`src/rtl/cmd_arbiter.sv`:
```
// Merges NREQ game-command requesters into a QSIZE-deep command FIFO with a valid/ready head.
// Define CMD_ARBITER_RR_EN for round-robin arbitration; fixed priority (lowest index) otherwise.
module cmd_arbiter #(
    parameter int unsigned NREQ   = 4,
    parameter int unsigned CMD_W  = 4,
    parameter int unsigned QSIZE  = 16,
    parameter int unsigned NONE_C = 0
) (
    input  logic                      clk,
    input  logic                      reset_n,
    input  logic [NREQ-1:0]           req_valid,
    input  logic [NREQ*CMD_W-1:0]     req_cmd,
    output logic [NREQ-1:0]           req_grant,
    input  logic                      flush,
    input  logic                      cmd_ready,
    output logic                      cmd_valid,
    output logic [CMD_W-1:0]          cmd,
    output logic [$clog2(QSIZE):0]    count,
    output logic                      full
);

    localparam int unsigned PTR_W = $clog2(QSIZE);
    localparam int unsigned CNT_W = PTR_W + 1;
    localparam int unsigned IDX_W = (NREQ > 1) ? $clog2(NREQ) : 1;
    localparam logic [CMD_W-1:0] NONE_CMD = CMD_W'(NONE_C);

    if (QSIZE < 2 || (QSIZE & (QSIZE - 1)) != 0) begin : g_bad_qsize
        $error("cmd_arbiter: QSIZE must be a power of 2 and >= 2");
    end

    logic [CMD_W-1:0] mem [QSIZE];
    logic [PTR_W-1:0] wr_ptr;
    logic [PTR_W-1:0] rd_ptr;
    logic [PTR_W-1:0] rd_inc;
    logic [CNT_W-1:0] cnt_q;
    logic [CNT_W-1:0] cnt_next;
    logic             full_q;
    logic             cmd_valid_q;
    logic [CMD_W-1:0] cmd_q;
    logic [CMD_W-1:0] head_next;

    logic             pop;
    logic             space;
    logic             grant_en;
    logic             req_seen;
    logic             grant_any;
    logic [IDX_W-1:0] grant_idx;
    logic [IDX_W-1:0] cand;
    logic [CMD_W-1:0] push_cmd;
    logic             push;

    assign pop      = cmd_valid_q & cmd_ready;
    assign space    = ~full_q | pop;
    assign grant_en = reset_n & space & ~flush;

`ifdef CMD_ARBITER_RR_EN
    logic [IDX_W-1:0] rr_ptr;

    // Rotating start index; only advances on an actual grant.
    always_ff @(posedge clk or negedge reset_n) begin
        if (!reset_n) begin
            rr_ptr <= '0;
        end else if (grant_any) begin
            rr_ptr <= (grant_idx == IDX_W'(NREQ - 1)) ? '0 : grant_idx + IDX_W'(1);
        end
    end
`endif

    // Pick the first eligible requester in search order.
    always_comb begin
        req_seen  = 1'b0;
        grant_idx = '0;
        cand      = '0;
        for (int unsigned off = 0; off < NREQ; off++) begin
`ifdef CMD_ARBITER_RR_EN
            cand = IDX_W'((32'(rr_ptr) + off) % NREQ);
`else
            cand = IDX_W'(off);
`endif
            if (!req_seen && req_valid[cand]) begin
                req_seen  = 1'b1;
                grant_idx = cand;
            end
        end
    end

    assign grant_any = req_seen & grant_en;
    assign req_grant = grant_any ? (NREQ'(1) << grant_idx) : '0;
    assign push_cmd  = req_cmd[32'(grant_idx) * CMD_W +: CMD_W];
    assign push      = grant_any & (push_cmd != NONE_CMD);
    assign rd_inc    = rd_ptr + PTR_W'(1);

    // Next occupancy and next head; the head register never bypasses a same-cycle push.
    always_comb begin
        cnt_next  = cnt_q;
        head_next = cmd_q;
        if (push && !pop) begin
            cnt_next = cnt_q + CNT_W'(1);
        end else if (!push && pop) begin
            cnt_next = cnt_q - CNT_W'(1);
        end
        if (pop) begin
            head_next = (cnt_q > CNT_W'(1)) ? mem[rd_inc] : push_cmd;
        end else if (cnt_q == '0) begin
            head_next = push_cmd;
        end
        if (flush) begin
            cnt_next = '0;
        end
        if (cnt_next == '0) begin
            head_next = NONE_CMD;
        end
    end

    always_ff @(posedge clk) begin
        if (push) begin
            mem[wr_ptr] <= push_cmd;
        end
    end

    always_ff @(posedge clk or negedge reset_n) begin
        if (!reset_n) begin
            wr_ptr      <= '0;
            rd_ptr      <= '0;
            cnt_q       <= '0;
            full_q      <= 1'b0;
            cmd_valid_q <= 1'b0;
            cmd_q       <= NONE_CMD;
        end else begin
            if (flush) begin
                wr_ptr <= '0;
                rd_ptr <= '0;
            end else begin
                if (push) begin
                    wr_ptr <= wr_ptr + PTR_W'(1);
                end
                if (pop) begin
                    rd_ptr <= rd_inc;
                end
            end
            cnt_q       <= cnt_next;
            full_q      <= (cnt_next == CNT_W'(QSIZE));
            cmd_valid_q <= (cnt_next != '0);
            cmd_q       <= head_next;
        end
    end

    assign cmd_valid = cmd_valid_q;
    assign cmd       = cmd_q;
    assign count     = cnt_q;
    assign full      = full_q;

endmodule

```
`config.mk`:
```
export PLATFORM = sky130hd
export DESIGN_NAME = cmd_arbiter
export DESIGN_NICKNAME = d
export VERILOG_FILES = /design/src/rtl/cmd_arbiter.sv
export SDC_FILE = /design/constraint.sdc
export NUM_CORES = 1
export LEC_CHECK = 0
export ABC_AREA = 1
export CAP_MARGIN = 10
export CORE_ASPECT_RATIO = 0.7
export CORE_MARGIN = 3
export CORE_UTILIZATION = 52
export CTS_CLUSTER_DIAMETER = 120
export DETAILED_ROUTE_END_ITERATION = 12
export PLACE_DENSITY = 0.76
export SLEW_MARGIN = 30
export SYNTH_ARGS = -nofsm -noshare
export SYNTH_HDL_FRONTEND = slang
export SYNTH_SLANG_ARGS = --single-unit
```
`constraint.sdc`:
```
create_clock -name clk -period 1.9 [get_ports clk]
set_input_delay 0.475 -clock clk [delete_from_list [all_inputs] [get_ports clk]]
set_output_delay 0.475 -clock clk [all_outputs]
set_load 0.02 [all_outputs]
```
### Word level (Yosys, flattened, before mapping)

Memory sizes are Yosys's and may differ from the RTL's.
Cells that the tools add are included.

* bits in registers: 19
* memory bits (writable): 64
* bits of input ports: 24
* output and inout port bits: 15
* word-level logic and storage cells: 61
* memories kept: 1

* add/subtract/negate cells: 4
* order comparisons: 1
* equal/unequal tests: 1
* shifts and indexed selects: 2
* multiplexer cells: 21
* bitwise operators: 8
* reduce and logical (&&, ||, !) cells: 17

Memory list
* mem: words 16, width 4, read ports 1, clocked after memory_dff 0, wr ports 1, line 31 `logic [CMD_W-1:0] mem [QSIZE];`

Operators by type and width (number)
* 4-bit 2-to-1 mux: 9
* 16-bit by 5-bit indexed part select with 4-bit output: 1
* 5-bit 2-to-1 mux: 3
* 5-bit logical NOT: 2
* 4-bit by 1-bit adder with 4-bit output, second input constant: 2
* 1-bit 2-to-1 mux: 7
* 5-bit by 1-bit adder with 5-bit output, second input constant: 1
* 1-bit AND: 5
* 5-bit == test, second input constant: 1
* 5-bit by 1-bit > comparator with 1-bit output, second input constant: 1
* 1-bit logical AND: 5
* 1-bit logical NOT: 5
* 5-bit nonzero test: 1
* 5-bit by 1-bit subtractor with 5-bit output, second input constant: 1
* 2-bit 2-to-1 mux: 2
* 2-bit nonzero test: 2
* 4-bit nonzero test: 1
* 1-bit by 2-bit << shifter with 4-bit output, first input constant: 1
* 3-bit nonzero test: 1
* 1-bit NOT: 2
* 1-bit OR: 1

### Depth between registers and ports, before layout

* depth in word-level cells: 20
* depth in mapped cells: 16
* depth with buffers taken out: 16

### Worst setup path after synthesis

No wires, ideal clock.

* path kind: input port to flip-flop
* from: input req_valid[0]
* to: memory mem[7][0] (enable)
* setup time: 329 ps
* arrival time: 1775 ps
* data required time: 1571 ps
* path slack: -204 ps
* stages on the path: 12
* path buffers: 1
* cell sequence: nor2_2 > buf_6 > nand3_2 > nand2_1 > clkinv_1 > nand3_2 > nor2_2 > nand2_4 > nand2_8 > inv_2 > nand2_1 > nor2_1

* word-level cells in the longest chain between the ends: 15
* elaborated cells on any way between the ends: 19
* those cells by class: shift: 1; mux: 9; bitwise: 2; reduce/logical: 7

Ends and longest elaborated chain
* start: declaration: line 11 `input logic [NREQ-1:0] req_valid,`
* 1-bit 2-to-1 mux (*): line 80 `if (!req_seen && req_valid[cand]) begin`
* 1-bit logical NOT: line 80
* 1-bit logical AND: line 80
* 1-bit 2-to-1 mux: line 80
* 1-bit logical NOT: line 80
* 1-bit logical AND: line 80
* 1-bit 2-to-1 mux: line 80
* 1-bit logical NOT: line 80
* 1-bit logical AND: line 80
* 2-bit 2-to-1 mux (*): line 80
* 16-bit by 5-bit indexed part select with 4-bit output (*): line 89 `assign push_cmd = req_cmd[32'(grant_idx) * CMD_W +: CMD_W];`
* via push_cmd[2]: line 49 `logic [CMD_W-1:0] push_cmd;`
* 4-bit nonzero test (*): line 90 `assign push = grant_any & (push_cmd != NONE_CMD);`
* 1-bit AND (*): line 90
* 1-bit 2-to-1 mux (*): line 116 `if (push) begin`
* 1-bit 2-to-1 mux (implied by the code) (*): line 117 `mem[wr_ptr] <= push_cmd;`
* end: declaration: line 31

The timed path passes the listed nets; every way through them passes the cells marked *.

### Final worst setup path

* from: register rd_ptr[0]
* to: register cmd_q[3] (netlist: cmd[3])

* word-level cells in the longest chain between the ends: 5

Ends and longest elaborated chain
* start: declaration: line 33 `logic [PTR_W-1:0] rd_ptr;`
* start signal: assignment: line 138 `rd_ptr <= rd_inc;`
* 4-bit by 1-bit adder with 4-bit output: line 91 `assign rd_inc = rd_ptr + PTR_W'(1);`
* memory 16 x 4 bit
* 4-bit 2-to-1 mux: line 103 `head_next = (cnt_q > CNT_W'(1)) ? mem[rd_inc] : push_cmd;`
* 4-bit 2-to-1 mux: line 102 `if (pop) begin`
* 4-bit 2-to-1 mux: line 110 `if (cnt_next == '0) begin`
* end signal: assignment: line 144 `cmd_q <= head_next;`
* end: declaration: line 39 `logic [CMD_W-1:0] cmd_q;`

No other way between the ends.
A chain may end at the register's enable or synchronous reset.

==> impl_metrics.json <==
{
  "outcome": "finished, violations left",
  "violations": "setup timing",
  "synth_fp_nets": 423,
  "grt_max_degree": 20,
  "p_leak_nw": 2.33,
  "via_per_inst": 5.90,
  "synth_edf_count": 64,
  "cp_slowest_stage_delay_ps": 380,
  "slew_violations": 0,
  "num_vias": 3422,
  "n_fill_cell": 466,
  "setup_viol_count_final": 46,
  "fin_area_um2": 5740,
  "ys_types": 45,
  "die_w_um": 112,
  "tns_ps": -1260,
  "async_reset_ff_share_pct": 22.9,
  "timing.reg2reg.worst_path_depth": 8,
  "netlist_instances": 390,
  "final_cell_mix": "71 x nand2_1, 64 x edfxtp_1, 44 x buf_4",
  "utilization_pct": 76.7,
  "worstSetupPathType": "reg2reg",
  "fin_ws_ps": -147,
  "crit_slowest_cell": "dfrtp_1",
  "cp-end-kind": "register",
  "area_growth_syn_to_layout_pct": 39.9,
  "postRouteAntennaNets": 0,
  "place_ws_ps": -882,
  "synth.avg_cell_area_um2": 10.5,
  "drc_errors": 0,
  "synth_ff_type": "edfxtp_1",
  "ctsHoldBuffers": 0,
  "clock_skew_ps": 8.28,
  "die_h_um": 80.3,
  "worstMarginPinSlew_ps": 452,
  "nNetsFinal": 510,
  "ys_warn_count": 0,
  "ys_seq_area_share_pct": 58.5,
  "core_area_um2": 7480,
  "first_global_vias": 3445,
  "cts_num_sinks": 83,
  "netlist_area_um2": 4100,
  "dpl.hpwl_mm": 7.46,
  "drive_above_1_share_pct": 33.6,
  "gp_congestion": 0.950,
  "cp_cell_sequence": "ha_1 > inv_4 > buf_4 > a21oi_1 > a32oi_1 > a211o_1 > a31oi_1 > a21oi_2",
  "peakVddDrop_uv": 828,
  "placed_area_um2": 5070,
  "synth-seq-cells": 83,
  "cts_max_level": 3,
  "path_buf_inv": 2,
  "grt_util_all_layers_pct": 26.2,
  "worstPathArrival_ps": 2250,
  "cp.depth": 8,
  "root_buffer": "clkbuf_16",
  "min_period_ps": 2050,
  "cp_max_fo": 7,
  "timing.rr.end": "cmd[3]",
  "insertedDiodeCount": 0,
  "antenna_found_initial": 0,
  "wirelength_mm": 11.2,
  "start_kind": "register",
  "final_common_cell": "nand2_1",
  "clk_pin_slew_ps": 60,
  "relSlewSlack_pct": 69.9,
  "wl_per_cell_um": 19.4,
  "cellPowerDensity_nw_per_um2": 1110,
  "clock_tree.buffer_depth": 2,
  "cts_buffers": 9,
  "cts_tree": "yes",
  "grt_setup_unrepaired": "yes",
  "die_area_um2": 9010,
  "initial_core_util_pct": 54.8,
  "fp-row-count": 26,
  "insertion_delay_ps": 340,
  "critPathRequiredTime_ps": 2110,
  "drt_iter0_drc": 316,
  "grt_pass1_wl_mm": 17.9,
  "max_cap_violations": 0,
  "portBuffers": 38,
  "hp-class": "in2async",
  "r2r-start": "rd_ptr[0]",
  "grt.overflow.total": 0,
  "cp_top_family": "compound AO/OA/AOI/OAI gates",
  "fmax_mhz": 489,
  "rrSetupSlack_ps": -150,
  "drtPass1Iterations": 7,
  "min_period_over_period_pct": 108,
  "ioPinCount": 39,
  "hold_viol": 0
}
==> layer usage <==
metal	track usage (%)	vias to the layer above	wire length (um)
met2	40.5	167	5150
met5	0	-	0
li1	-	1559	-
met4	6.60	0	182
met1	36.7	1675	4900
met3	7.45	21	1010
==> cell type report <==
type | count | area (um^2) | area share [%]
clock inverters | 2 | 12.5 | 0.218
flip-flops and latches | 83 | 2400 | 41.8
multi-input cells | 257 | 1930 | 33.6
repair buffers | 90 | 822 | 14.3
clock buffers | 14 | 287 | 4.99
inverters | 36 | 169 | 2.94
well taps | 98 | 123 | 2.14
==> kinds of logic after synthesis <==
| group | after synthesis | synth area share, % |
|---|---|---|
| buffers and inverters | 50 | 5.00 |
| adders and majority gates | 9 | 2.75 |
| AOI/OAI and AO/OA | 73 | 11.7 |
| and+or+nand+nor | 170 | 21.0 |
| DFF | 83 | 58.5 |
| xor gates and xnor gates | 5 | 1.07 |
==> worst max path at each step <==
stage | start | to
2_1_floorplan | req_valid[0] | mem[11][0]
3_3_place_gp | cmd_ready | req_grant[2]
3_5_place_dp | req_valid[0] | cmd[1]
4_1_cts | cmd_valid | req_grant[2]
5_1_grt | rd_ptr[0] | cmd[3]
6_report | rd_ptr[0] | cmd[3]
==> report_power, final <==
part / internal, mW / switching, mW
Clock: 1.05 / 0.676
Combinational: 0.987 / 1.49
Sequential: 2.09 / 0.0933
==> state kept, by name, indices dropped and copies added (netlist names) <==
name and flops:
mem 64, full 1, wr_ptr 4, count 5, cmd_valid 1, cmd 4
rd_ptr 4
==> metrics by stage <==
stage,hold slack (ps),power [mW],std cells
2_1_floorplan,179,3.45,390
3_3_place_gp,499,4.22,550
3_5_place_dp,511,4.28,550
4_1_cts,331,6.20,577
5_1_grt,352,6.67,580
6_report,323,6.39,580
==> timing repair <==
action,CTS,global route
endpoints found under the setup margin,88,80
pin swaps,26,30
setup buffers,11,4
hold endpoints to repair,0,0
resized for setup,94,32
==> synthesized netlist by cell type, drive strengths merged (7+ instances only) <==
cell / count / area share [%]
a21oi: 34 / 4.1
clkbuf: 12 / 1.3
dfrtp: 19 / 12
edfxtp: 64 / 47
ha: 9 / 2.7
inv: 34 / 3.1
nand2: 90 / 9.3
nand3: 35 / 5.4
nand4: 7 / 1.1
nor2: 31 / 3.7
o21ai: 9 / 1.2
Note: power is estimated with default switching activity, not from simulation.
